### config.mk
export PLATFORM = sky130hd
export DESIGN_NAME = dac_da2_tx
export DESIGN_NICKNAME = d
export VERILOG_FILES = /design/src/rtl/dac_da2_tx.sv
export SDC_FILE = /design/constraint.sdc
export NUM_CORES = 1
export LEC_CHECK = 0
export BUFFER_PORTS_ARGS = -buffer_cell sky130_fd_sc_hd__buf_2
export CORE_MARGIN = 3
export CORE_UTILIZATION = 55
export CTS_BUF_LIST = sky130_fd_sc_hd__clkbuf_8
export DETAILED_ROUTE_END_ITERATION = 12
export PLACE_DENSITY = 0.88
export REMOVE_ABC_BUFFERS = 1
export SETUP_SLACK_MARGIN = 0.5
export SLEW_MARGIN = 20
export SYNTH_ARGS = -nofsm -noshare
export SYNTH_HDL_FRONTEND = slang
export SYNTH_SLANG_ARGS = --single-unit
### constraint.sdc
create_clock -name CLOCK -period 2.3 [get_ports CLOCK]
set_input_delay 0.46 -clock CLOCK [delete_from_list [all_inputs] [get_ports CLOCK]]
set_output_delay 0.46 -clock CLOCK [all_outputs]
set_load 0.01 [all_outputs]
### src/rtl/dac_da2_tx.sv
// dac_da2_tx: two-lane SYNC-framed serial transmitter for the Pmod DA2
// (dual DAC121S101). Loads one 12-bit code per lane on a start strobe. It
// shifts both 16-bit words out MSB first on a divided SCLK.
// Optional feature: define DAC_TX_PENDING_EN to add a one-entry pending slot.
// With the slot, a strobe that arrives mid-frame is sent back to back. Without
// the slot, that strobe is dropped and flagged on overrun.
module dac_da2_tx #(
  parameter int unsigned SCLK_DIV = 4
) (
  input  logic        CLOCK,
  input  logic        RESETN,
  input  logic        start,
  input  logic [11:0] sample_a,
  input  logic [11:0] sample_b,
  output logic        busy,
  output logic        done,
  output logic        overrun,
  output logic        dac_sync,
  output logic        dac_sclk,
  output logic        dac_dina,
  output logic        dac_dinb
);

  localparam logic [2:0] ST_IDLE  = 3'd0;
  localparam logic [2:0] ST_SETUP = 3'd1;
  localparam logic [2:0] ST_SHIFT = 3'd2;
  localparam logic [2:0] ST_HOLD  = 3'd3;
  localparam logic [2:0] ST_GAP   = 3'd4;

  localparam logic [7:0] HMAX = 8'(SCLK_DIV);

  logic [2:0]  state_q, state_d;
  logic [7:0]  hcnt_q, hcnt_d;    // clock count inside the current half-period
  logic [5:0]  hp_q, hp_d;        // half-periods elapsed since frame start (0..34)
  logic [15:0] sha_q, sha_d;
  logic [15:0] shb_q, shb_d;
  logic        sync_q, sync_d;
  logic        sclk_q, sclk_d;
  logic        dina_q, dina_d;
  logic        dinb_q, dinb_d;
  logic        busy_q, busy_d;
  logic        done_q, done_d;
  logic        ovr_q, ovr_d;

`ifdef DAC_TX_PENDING_EN
  logic        pvld_q, pvld_d;
  logic [11:0] pa_q, pa_d;
  logic [11:0] pb_q, pb_d;
`endif

  logic        tick;
  logic [5:0]  hp_nx;
  logic        frame_end;
  logic        launch;
  logic [15:0] word_a;
  logic [15:0] word_b;

  assign tick      = (hcnt_q == HMAX);
  assign hp_nx     = hp_q + 6'd1;
  assign frame_end = (state_q == ST_GAP) && tick && (hp_q == 6'd34);

  // Next-state: half-period boundaries drive SCLK, data, SYNC and the FSM.
  // A launch (new E0) overrides everything else.
  always_comb begin
    state_d = state_q;
    hcnt_d  = hcnt_q;
    hp_d    = hp_q;
    sha_d   = sha_q;
    shb_d   = shb_q;
    sync_d  = sync_q;
    sclk_d  = sclk_q;
    dina_d  = dina_q;
    dinb_d  = dinb_q;
    busy_d  = busy_q;
    done_d  = 1'b0;
    ovr_d   = 1'b0;
    launch  = 1'b0;
    word_a  = {4'b0000, sample_a};
    word_b  = {4'b0000, sample_b};
`ifdef DAC_TX_PENDING_EN
    pvld_d  = pvld_q;
    pa_d    = pa_q;
    pb_d    = pb_q;
`endif

    if (state_q != ST_IDLE) begin
      hcnt_d = tick ? 8'd0 : hcnt_q + 8'd1;
      if (tick) begin
        hp_d = hp_nx;
        if (hp_nx <= 6'd31) begin
          if (hp_nx[0]) begin
            // Falling SCLK: the DAC samples here, so data is left alone.
            sclk_d = 1'b0;
            if (hp_nx == 6'd1) state_d = ST_SHIFT;
          end else begin
            // Rising SCLK: advance to the next bit.
            sclk_d = 1'b1;
            dina_d = sha_q[14];
            dinb_d = shb_q[14];
            sha_d  = {sha_q[14:0], 1'b0};
            shb_d  = {shb_q[14:0], 1'b0};
          end
        end else if (hp_nx == 6'd32) begin
          sclk_d  = 1'b1;
          dina_d  = 1'b0;
          dinb_d  = 1'b0;
          state_d = ST_HOLD;
        end else if (hp_nx == 6'd33) begin
          sync_d  = 1'b1;
          state_d = ST_GAP;
        end else if (hp_nx == 6'd35) begin
          state_d = ST_IDLE;
          busy_d  = 1'b0;
          done_d  = 1'b1;
        end
      end
    end

`ifdef DAC_TX_PENDING_EN
    // Slot drains first at GAP exit, so a coincident strobe refills it
    // without counting as an overwrite.
    if (frame_end && pvld_q) begin
      launch = 1'b1;
      word_a = {4'b0000, pa_q};
      word_b = {4'b0000, pb_q};
      pvld_d = 1'b0;
    end
    if (start) begin
      if (state_q == ST_IDLE || (frame_end && !pvld_q)) begin
        // Empty slot at GAP exit: send the strobe straight away, back to back.
        launch = 1'b1;
      end else begin
        pa_d   = sample_a;
        pb_d   = sample_b;
        pvld_d = 1'b1;
        if (pvld_q && !frame_end) ovr_d = 1'b1;
      end
    end
`else
    if (start) begin
      if (state_q == ST_IDLE) launch = 1'b1;
      else                    ovr_d  = 1'b1;
    end
`endif

    if (launch) begin
      state_d = ST_SETUP;
      hcnt_d  = 8'd0;
      hp_d    = 6'd0;
      sha_d   = word_a;
      shb_d   = word_b;
      dina_d  = word_a[15];
      dinb_d  = word_b[15];
      sync_d  = 1'b0;
      sclk_d  = 1'b1;
      busy_d  = 1'b1;
    end
  end

  // State and output registers, synchronous active-low reset.
  always_ff @(posedge CLOCK) begin
    if (!RESETN) begin
      state_q <= ST_IDLE;
      hcnt_q  <= 8'd0;
      hp_q    <= 6'd0;
      sha_q   <= 16'd0;
      shb_q   <= 16'd0;
      sync_q  <= 1'b1;
      sclk_q  <= 1'b1;
      dina_q  <= 1'b0;
      dinb_q  <= 1'b0;
      busy_q  <= 1'b0;
      done_q  <= 1'b0;
      ovr_q   <= 1'b0;
    end else begin
      state_q <= state_d;
      hcnt_q  <= hcnt_d;
      hp_q    <= hp_d;
      sha_q   <= sha_d;
      shb_q   <= shb_d;
      sync_q  <= sync_d;
      sclk_q  <= sclk_d;
      dina_q  <= dina_d;
      dinb_q  <= dinb_d;
      busy_q  <= busy_d;
      done_q  <= done_d;
      ovr_q   <= ovr_d;
    end
  end

`ifdef DAC_TX_PENDING_EN
  // Pending slot registers; reset empties the slot.
  always_ff @(posedge CLOCK) begin
    if (!RESETN) begin
      pvld_q <= 1'b0;
      pa_q   <= 12'd0;
      pb_q   <= 12'd0;
    end else begin
      pvld_q <= pvld_d;
      pa_q   <= pa_d;
      pb_q   <= pb_d;
    end
  end
`endif

  assign busy     = busy_q;
  assign done     = done_q;
  assign overrun  = ovr_q;
  assign dac_sync = sync_q;
  assign dac_sclk = sclk_q;
  assign dac_dina = dina_q;
  assign dac_dinb = dinb_q;

endmodule

## Yosys cells after proc, flatten, opt, wreduce, memory -nomap -nowiden

Index checks and enable logic that the tools add are counted.

- Output and inout port bits: 7
- Bits in registers: 54
- Input bits: 27
- Word-level logic and storage cells: 103

- Equal/unequal tests: 14
- Magnitude comparators: 1
- Add/sub/neg operators: 2
- Multiplexer cells: 45
- Reductions and logical operators: 22
- Bitwise gates (word level): 4

Operator list:

| cell | number |
|---|---|
| 2-to-1 mux 12 bit | 10 |
| 2-to-1 mux 1 bit | 28 |
| equality test 6 bit, second input constant | 3 |
| 2-to-1 mux 3 bit | 6 |
| AND reduction 5 bit | 3 |
| AND reduction 4 bit | 3 |
| nonzero test 2 bit | 6 |
| inequality test 2 bit, second input constant | 5 |
| adder 8 x 1 -> 8 bit, second input constant | 1 |
| equality test 8 x 3 -> 1 bit, second input constant | 1 |
| 2-to-1 mux 8 bit | 1 |
| adder 6 x 1 -> 6 bit, second input constant | 1 |
| equality test 6 x 1 -> 1 bit, second input constant | 1 |
| less-or-equal comparator 6 x 5 -> 1 bit, second input constant | 1 |
| AND reduction 6 bit | 1 |
| OR reduction 6 bit | 1 |
| nonzero test 5 bit | 1 |
| inequality test 2 x 1 -> 1 bit, second input constant | 2 |
| NOT 1 bit | 4 |
| AND reduction 2 bit | 2 |
| nonzero test 4 bit | 1 |
| logical NOT 3 bit | 1 |
| inequality test 3 x 2 -> 1 bit, second input constant | 1 |
| inequality test 3 bit, second input constant | 1 |
| 3 further kinds | 3 |

## Logic depth before layout (Yosys ltp)

Gate-level depths: netlist of the first run.

- Depth after elaboration: 9
- Mapped depth: 10
- Mapped depth without buffers: 7

## Worst setup path before layout of the first run

OpenSTA, ideal clock, no wires.

- Path type: reg-to-reg
- Start point: register hp_q[0]
- End point: register state_q[2]
- Clock period less this slack: 1.938 ns
- Setup time: 0.071 ns
- Slack: 0.362 ns
- Data arrival time: 1.867 ns
- Buffers on the path: 0
- Required time: 2.229 ns
- Cell stages (with the launch flop): 6
- Cell sequence: dfxtp_1 -> ha_1 -> or4_4 -> a21o_1 -> or4b_1 -> a21oi_1

- Longest elaborated chain between the ends: 5
- Elaborated cells on any way between the ends: 13
- Those cells by class: 1 x add/sub; 1 x order compare; 6 x eq/ne; 3 x mux; 2 x reduce/logical

Ends and longest elaborated chain:

| what | line | RTL |
|---|---|---|
| start: declaration | 34 | `logic [5:0] hp_q, hp_d;` |
| start signal: assignment | 178 | `hp_q <= hp_d;` |
| adder 6 x 1 -> 6 bit * | 59 | `assign hp_nx = hp_q + 6'd1;` |
| branches (longest 4 deep; another with less-or-equal comparator 6 x 5 -> 1 bit) | - |  |
| end signal: assignment | 176 | `state_q <= state_d;` |
| end: declaration | 32 | `logic [2:0] state_q, state_d;` |

Every way passes the cells marked *.
A chain may end at the register's enable or synchronous reset.

## Worst setup path after layout of the first run

Ends and elaborated chain as after synthesis.

==> metrics.txt, run 1 <==
GR peak layer=met2; fraction of layout instances using a drive strength above 1=0.401; Synth Instances=slightly below 300; Die ar.=0.00540 mm2; count leader, synth=dfxtp_1; Worst slew margin=0.655; vias post-DR=approximately 2600; CP max stage delay=about 0.52 ns; routability congestion estimate=roughly 0.89; Final Skew=between 0.01 and 0.015 ns; Final Hold Fails=0; RSZ-0062 raised after global routing=yes; Die Ht=73.5 um; vias per std cell=6.64; CP Data Required Time=around 2.5 ns; total CTS buffers=5; Non-Filler Instances=around 400; kind of end point of the critical path=flip-flop; Routed WL=between 8000 and 9000 um; leakage=about 1.4 nW; H-tree Lvls=2; leading area contributor after synthesis=dfxtp_1; final setup fails=0; largest net degree at the start of global routing=32; CP Data Arrival Time=around 2.3 ns; wire length per cell=21.4 um; Hold Path Class=in -> reg; PD cells=540 mW/mm2; met1 Use GR=0.297; post-route clock period utilization=0.891; final worst setup slack=roughly 0.25 ns; Max Freq=about 0.5 GHz; Peak VDD IR=0.000369 V; CP Depth=6; CP top delay family=simple AND/OR/NAND/NOR gates; fin area=around 0.0035 mm2; CP cell instances=buf_6, nand4_1, or3_4, and2_4, or4b_1, a21oi_1; Synth top area share=0.432; P&R area growth vs syn=39.5%; Buf/Inv on CP=1; DR pass1 iterations=5; worst hold stages=3; Residual DRC=0; # diodes=0; M3 GR Usage=0.0534; Max-Cap Viols=0; DRT iter0 DRCs=between 200 and 300; PortBufs=33; post-route ant nets=0; grt ovf=0; Die W=about 73 um; hold_buf cts=0; Synth area leaders=dfxtp_1 43%, a21boi_1 5.4%, nand3_1 4.8%; first-pass GRT wire length=just over 10000 um; nets@finish=379; ys async rst share=0; antenna violations before repair=0; Final Max Tran Viols=0; Critical-path top delay cell=or4b_1; Fillers=199; setup TNS=0 ns; Distinct cells, synth=45; Post-synth EDFFs=0; Starting Density=0.596; Core Region=0.00420 mm2; met2 Usage GRT=0.389; Clk Latency, worst-skew pair=0.31 ns; Worst-path clk slew=approximately 0.10 ns; Post-Syn Area=around 0.0025 mm2; CP Class=reg -> reg; row count=23; CTS sink cnt=54; critical path launch point type=flip-flop; root buf cell=clkbuf_8; TritonCTS clock tree=built; placed cells=~360; worst-path maximum fanout=6; Worst-Margin Slew=between 0.5 and 0.6 ns; outcome=completed; Avg Cell Area, Syn=around 8.6 um2; Tot Pwr=approximately 1.9 mW; vias in the first global route=about 2200; post-synthesis register bit count=54; GR Util All Layers=0.238; Detail Placement HPWL=around 3700 um; dpl cell area=0.00273 mm2; Post-Place Worst Slack=between 0.15 and 0.2 ns; Syn. warnings=0; ys flop type=dfxtp_1; Seq/Total Area, Yosys=0.432; fin crit period=2.05 ns; Reg2Reg Depth=6; commonest cells in the netlist=54 x dfxtp_1, 29 x nand2_1, 24 x nand3_1; I/O Pins=34; clk buf depth=2
==> layout by cell type (no fill, tap or decap), types with 4 or more instances in the layout <==
master	n
nand3_1	9
nor2_1	22
nand3_2	15
buf_2	33
nand2_1	23
o21ai_1	4
nand2_4	6
nor3_2	4
xor2_1	7
inv_1	8
nand4_1	6
a21oi_1	7
a21oi_2	5
buf_12	4
clkbuf_16	4
ha_1	5
buf_4	27
a22oi_1	12
o221ai_2	4
clkbuf_8	6
xnor2_1	6
dfxtp_1	48
a21boi_1	18
==> worst reg2reg max path, stage by stage (launching register included) <==
cell     delay (ns)
dfxtp_4        0.40
buf_6          0.11
nand4_1        0.13
or3_4          0.45
and2_4         0.18
or4b_1         0.52
a21oi_1        0.19
==> routing by layer <==
layer | part of all wire | vias to the layer above
met5 | 0 | -
met3 | 0.075 | 47
met1 | 0.41 | 1264
met4 | 0.043 | 0
met2 | 0.48 | 178
li1 | - | 1148
==> report_power, final <==
group          internal (mW)  leakage (nW)  switching [mW]
registers              0.968         0.444          0.0324
logic                 0.0892         0.850           0.109
clock network          0.359        0.0618           0.330
total                   1.42          1.36           0.471
==> sequential cells by signal, indices dropped and copies added (netlist names) <==
signal    flops
hp_q          6
dac_dinb      1
overrun       1
shb_q        15
dac_sclk      1
hcnt_q        8
busy          1
dac_dina      1
state_q       3
sha_q        15
dac_sync      1
done          1
==> worst paths after layout <==
path,start,to,slack (ns)
min,sample_b[0],shb_q[0]$_SDFFE_PN0P_,0.40
min reg2reg,sha_q[2]$_SDFFE_PN0P_,sha_q[2]$_SDFFE_PN0P_,0.47
max,hp_q[0]$_SDFFE_PP0P_,state_q[2]$_SDFFE_PP0P_,0.25
max reg2reg,hp_q[0]$_SDFFE_PP0P_,state_q[2]$_SDFFE_PP0P_,0.25
==> layout make-up <==
class,instances,area (um2),share of cell area
inverters,9,33.8,0.00967
clock buffers,6,82.6,0.0236
well taps,50,62.6,0.0179
clock inverters,2,38.8,0.0111
repair buffers,71,582,0.167
multi-input cells,205,1600,0.457
flip-flops and latches,54,1100,0.314
==> kinds of logic (layout without fill, tap and decap cells) <==
family | after synthesis | in the layout | share of synthesized area
mux | 1 | 1 | 0.00400
xor+xnor | 13 | 13 | 0.0455
buf+inv | 31 | 88 | 0.0564
compound gates | 76 | 76 | 0.214
flops | 54 | 54 | 0.432
fa+ha+maj | 6 | 6 | 0.0300
simple gates | 109 | 109 | 0.218
==> stage by stage <==
stage          utilization  hold slack (ns)
6_report             0.831            0.403
5_1_grt              0.831            0.396
4_1_cts              0.716            0.365
3_5_place_dp         0.649            0.441
3_3_place_gp         0.649            0.435
2_1_floorplan            -            0.432
==> repair_timing <==
item	CTS	global route
resized for setup	20	66
pin swaps	5	59
endpoints found under the setup margin	38	40
cloned	0	6
buffers inserted	12	8
(Power assumes the default switching activity.)
==> inputs of run 2 (changes only) <==
Settings changed: CORE_UTILIZATION 55 to 59, PLACE_DENSITY 0.88 to 0.92.
==> metrics.txt, run 2 (synthesis results as in run 1) <==
outcome=completed; first-pass GRT wire length=9790 um (-3.3%); fin area=0.00309 mm2 (-12%); Clk Latency, worst-skew pair=0.31 ns (about the same); Peak VDD IR=0.000514 V (+39%); vias post-DR=2470 (-6.3%); Final Skew=0.00753 ns (-0.00323 ns); switching part of the total=0.259 (+0.00894); largest net degree at the start of global routing=30 (-6.3%); Non-Filler Instances=383 (-3.5%); Reg2Reg Depth=6 (unchanged); total CTS buffers=5 (unchanged); Final Max Tran Viols=0 (unchanged); H-tree Lvls=2 (unchanged); CP Class=reg -> reg; Power Internal=1.26 mW (-11%); Sw Pwr=440 uW (-6.7%); P&R area growth vs syn=23.3%; setup TNS=0 ns (unchanged); r2r endpoint=state_q[2]$_SDFFE_PP0P_; PortBufs=33 (unchanged); fin crit period=2.01 ns (-0.0428 ns); CP Data Required Time=2.54 ns (about the same); worst hold stages=3 (unchanged); Die ar.=0.00506 mm2 (-6.2%); critical path launch point type=flip-flop; Core Region=0.00406 mm2 (-3.4%); grt ovf=0 (unchanged); Max Freq=0.499 GHz (+2.1%); I/O Pins=34 (unchanged); Die W=71.2 um (-3.2%); CTS sink cnt=54 (unchanged); DRT iter0 DRCs=287 (-1.0%); leakage=1.20 nW (-11%); Worst slew margin=0.691 (+0.0354); Worst R2R Setup Slack=0.29 ns (+0.04 ns); Hold Path Sink=sha_q[0]$_SDFFE_PN0P_; commonest non-fill, non-tap cell in the layout=dfxtp_1; Final Hold Fails=0 (unchanged); Routed WL=7250 um (-15%); post-route clock period utilization=0.872 (-0.0186); hold path startpoint=sample_a[0]; PD cells=550 mW/mm2 (+1.9%); clk buf depth=2 (unchanged); final setup fails=0 (unchanged); routability congestion estimate=0.949 (+6.8%); GR Util All Layers=0.239 (+0.00165); wire length per cell=18.9 um (-11%); commonest non-fill, non-tap cells in the layout=47 x dfxtp_1, 33 x buf_2, 27 x nand2_1, 24 x nand3_1, 22 x nor2_1; TritonCTS clock tree=built; fraction of layout instances using a drive strength above 1=0.294 (-0.106); Gate power share=0.108 (+0.003); Reg power frac=0.584 (+0.054); Hold Path Class=in -> reg; post-route ant nets=0 (unchanged); # diodes=0 (unchanged); vias per std cell=6.45 (-2.9%); Residual DRC=0 (unchanged); Fillers=282 (+42%); Detail Placement HPWL=3800 um (+4.0%); Starting Density=0.617 (+0.0211); top flop regs=sha_q (15), shb_q (15), hcnt_q (8); Max-Cap Viols=0 (unchanged); CP Data Arrival Time=2.24 ns (-0.04 ns); antenna violations before repair=0 (unchanged); Worst-path clk slew=0.09 ns (about the same); Worst-Margin Slew=0.460 ns (-0.0526 ns); worst-path maximum fanout=8 (+2); kind of end point of the critical path=flip-flop; vias in the first global route=2168 (-0.092%); dpl cell area=0.00272 mm2 (-0.46%); placed cells=363 (unchanged); nets@finish=366 (-3.4%); part of the power in the clock network=0.308 (-0.057); Die Ht=71.2 um (-3.2%); root buf cell=clkbuf_8; RSZ-0062 raised after global routing=yes; DR pass1 iterations=6 (+1); reg2reg start=hp_q[0]$_SDFFE_PP0P_; row count=23 (unchanged); Tot Pwr=1.70 mW (-10%)
==> run 2: what timing repair did <==
| action | in CTS | in global routing |
|---|---|---|
| pin swaps | 5 | 5 |
| resized for setup | 20 | 33 |
| cloned | 0 | 2 |
| endpoints found under the setup margin | 47 | 47 |
| hold buffers | 0 | 0 |
| buffers inserted | 8 | 3 |
==> run 2: per-layer routing <==
layer / part of all wire / vias up / global-route usage
met5: 0 / - / 0
met4: 0.042 / 0 / 0.115
met3: 0.081 / 40 / 0.0426
met2: 0.50 / 155 / 0.399
met1: 0.37 / 1152 / 0.297
li1: - / 1123 / -
==> run 2: cell type report <==
| class | count | area [um2] | share of cell area |
|---|---|---|---|
| multi-input cells | 205 | 1400 | 0.454 |
| flip-flops and latches | 54 | 1100 | 0.356 |
| repair buffers | 58 | 408 | 0.132 |
| clock buffers | 5 | 68.8 | 0.0223 |
| well taps | 50 | 62.6 | 0.0203 |
| inverters | 9 | 33.8 | 0.0109 |
| clock inverters | 2 | 13.8 | 0.00446 |
==> run 2: worst max-delay path by stage <==
stage | from | to
4_1_cts | hp_q[1]$_SDFFE_PP0P_ | state_q[2]$_SDFFE_PP0P_
6_report | hp_q[0]$_SDFFE_PP0P_ | state_q[2]$_SDFFE_PP0P_
3_5_place_dp | hp_q[1]$_SDFFE_PP0P_ | state_q[2]$_SDFFE_PP0P_
2_1_floorplan | hcnt_q[4]$_SDFFE_PP0P_ | shb_q[10]$_SDFFE_PN0P_
5_1_grt | hp_q[0]$_SDFFE_PP0P_ | state_q[2]$_SDFFE_PP0P_
3_3_place_gp | hp_q[1]$_SDFFE_PP0P_ | state_q[2]$_SDFFE_PP0P_
==> run 2: metrics by stage <==
| step | hold WS, ns | setup slack (ns) | util |
|---|---|---|---|
| final | 0.381 | 0.294 | 0.761 |
| after global routing | 0.385 | 0.261 | 0.761 |
| after CTS | 0.382 | 0.426 | 0.718 |
| after detailed placement | 0.450 | 0.151 | 0.669 |
| after global placement | 0.438 | 0.234 | 0.669 |
| after floorplan | 0.432 | 0.0869 | - |
==> run 2: power groups by stage <==
stage	Combinational (mW)	Sequential (mW)	Clock [mW]
2_1_floorplan	0.0907	1.01	0
3_3_place_gp	0.151	1.01	0
3_5_place_dp	0.158	1.01	0
4_1_cts	0.165	0.987	0.525
5_1_grt	0.198	0.995	0.558
6_report	0.184	0.993	0.523
==> run 2: worst max-delay path: stages (launching register included) <==
cell	delay [ns]
dfxtp_4	0.38
buf_6	0.14
a211o_1	0.26
a21o_1	0.21
a221oi_4	0.29
or4b_4	0.51
a21oi_2	0.15
==> inputs of run 3 (changes only) <==
Settings changed: REMOVE_ABC_BUFFERS 1 to unset, SKIP_CTS_REPAIR_TIMING set to 1.
==> metrics.txt, run 3 (synthesis results as in run 1) <==
outcome=completed; placed cells=359 (-1.1%); RSZ-0062 raised after global routing=yes; clk buf depth=2 (unchanged); worst-path maximum fanout=15 (+7); Die ar.=0.00506 mm2 (unchanged); Reg2Reg Depth=7 (+1); P&R area growth vs syn=22.0%; CP Data Required Time=2.54 ns (about the same); row count=23 (unchanged); CP Data Arrival Time=2.22 ns (-0.02 ns); vias per std cell=6.36 (-1.4%); post-route ant nets=0 (unchanged); vias post-DR=2429 (-1.7%); Residual DRC=0 (unchanged); H-tree Lvls=2 (unchanged); commonest non-fill, non-tap cells in the layout=49 x dfxtp_1, 33 x buf_2, 28 x nand2_1, 24 x nand3_1, 22 x nor2_1; total CTS buffers=5 (unchanged); wire length per cell=17.6 um (-6.8%); Clk Latency, worst-skew pair=0.32 ns (about the same); Peak VDD IR=0.000526 V (+2.3%); vias in the first global route=2020 (-6.8%); met1 Use GR=0.294 (-0.00340); antenna violations before repair=0 (unchanged); Max Freq=0.505 GHz (+1.3%); leakage=1.20 nW (-0.24%); Final Max Tran Viols=0 (unchanged); M3 GR Usage=0.0369 (-0.00568); Post-Place Worst Slack=0.243 ns (+0.0919 ns); TritonCTS clock tree=built; first-pass GRT wire length=9140 um (-6.7%); CP cell instances=buf_6, nand4_1, o21ai_1, and4_4, clkbuf_16, nand2_1, a31oi_1; reg2reg start=hp_q[0]$_SDFFE_PP0P_; # diodes=0 (unchanged); final setup fails=0 (unchanged); I/O Pins=34 (unchanged); post-route clock period utilization=0.861 (-0.0109); Core Region=0.00406 mm2 (unchanged); CTS sink cnt=54 (unchanged); setup TNS=0 ns (unchanged); Non-Filler Instances=382 (-0.26%); critical path launch point type=flip-flop; largest net degree at the start of global routing=32 (+6.7%); met2 Usage GRT=0.371 (-0.0276); Hold Path Sink=sha_q[0]$_SDFFE_PN0P_; Fillers=267 (-5.3%); DR pass1 iterations=5 (-1); Starting Density=0.617 (unchanged); GR peak layer=met2; final worst setup slack=0.319 ns (+0.0251 ns); Worst R2R Setup Slack=0.32 ns (+0.03 ns); DRT iter0 DRCs=287 (unchanged); grt ovf=0 (unchanged); CP max stage delay=0.40 ns (-0.11 ns); fin crit period=1.98 ns (-0.0251 ns); Critical-path top delay cell=dfxtp_4; Worst-Margin Slew=0.456 ns (-0.00333 ns); Hold Worst Slack=0.383 ns (+0.00143 ns); Final Skew=0.0135 ns (+0.00596 ns); fraction of layout instances using a drive strength above 1=0.244 (-0.0503); kind of end point of the critical path=flip-flop; worst hold stages=3 (unchanged); Die Ht=71.2 um (unchanged); nets@finish=364 (-0.55%); Hold Path Class=in -> reg; PortBufs=33 (unchanged); CP Class=reg -> reg; hold path startpoint=sample_a[0]; r2r endpoint=shb_q[5]$_SDFFE_PN0P_; routability congestion estimate=0.887 (-6.6%); GR Util All Layers=0.224 (-0.0154); Final Hold Fails=0 (unchanged); Worst-path clk slew=0.11 ns (+0.02 ns); Max-Cap Viols=0 (unchanged); post-layout util=0.753 (-0.00771); Syn Nets=between 300 and 400; commonest non-fill, non-tap cell in the layout=dfxtp_1; Detail Placement HPWL=3780 um (-0.38%); top flop regs=sha_q (15), shb_q (15), hcnt_q (8); Routed WL=6740 um (-7.0%); PD cells=597 mW/mm2 (+8.5%); root buf cell=clkbuf_8; Worst slew margin=0.693 (+0.00224); Die W=71.2 um (unchanged)
-- run 3: cell types whose count changed in the layout (fill, tap and decap cells not counted), sizes merged --
cell / before / now
buf: 57 / 53
bufinv: 0 / 1
clkbuf: 6 / 8
-- run 3: critical path, delay by kind of cell (launching register included) --
| kind | cells | cell delay (ns) |
|---|---|---|
| flops | 1 | 0.40 |
| compound gates | 2 | 0.62 |
| simple gates | 3 | 0.58 |
| buf+inv | 2 | 0.31 |
-- run 3: metrics by stage --
stage	power, mW	instance area, um2
global placement	1.16	2710
floorplan	1.11	2530
global route	1.88	3060
detailed placement	1.17	2710
finish	1.83	3060
CTS	1.82	2830
-- run 3: layout make-up --
type	count	area [um2]	share of cell area
flip-flops and latches	54	1090	0.357
inverters	9	33.8	0.0111
multi-input cells	205	1330	0.435
clock inverters	3	47.5	0.0156
repair buffers	56	423	0.138
clock buffers	5	68.8	0.0225
well taps	50	62.6	0.0205
-- run 3: worst max path at each step --
stage,from,to
5_1_grt,hp_q[0]$_SDFFE_PP0P_,shb_q[5]$_SDFFE_PN0P_
6_report,hp_q[0]$_SDFFE_PP0P_,shb_q[5]$_SDFFE_PN0P_
3_5_place_dp,hp_q[0]$_SDFFE_PP0P_,state_q[2]$_SDFFE_PP0P_
2_1_floorplan,hp_q[2]$_SDFFE_PP0P_,state_q[2]$_SDFFE_PP0P_
3_3_place_gp,hp_q[0]$_SDFFE_PP0P_,state_q[2]$_SDFFE_PP0P_
4_1_cts,hp_q[0]$_SDFFE_PP0P_,state_q[2]$_SDFFE_PP0P_
-- run 3: per-layer routing --
layer,up-vias,share of wire
met4,0,0.023
met5,-,0
li1,1127,-
met3,23,0.069
met2,135,0.48
met1,1144,0.42
-- run 3: power breakdown --
| part | total (mW) | internal [mW] | switching (mW) |
|---|---|---|---|
| Clock | 0.670 | 0.331 | 0.339 |
| Combinational | 0.161 | 0.0703 | 0.0911 |
| Sequential | 0.994 | 0.970 | 0.0240 |
| Total | 1.83 | 1.37 | 0.455 |
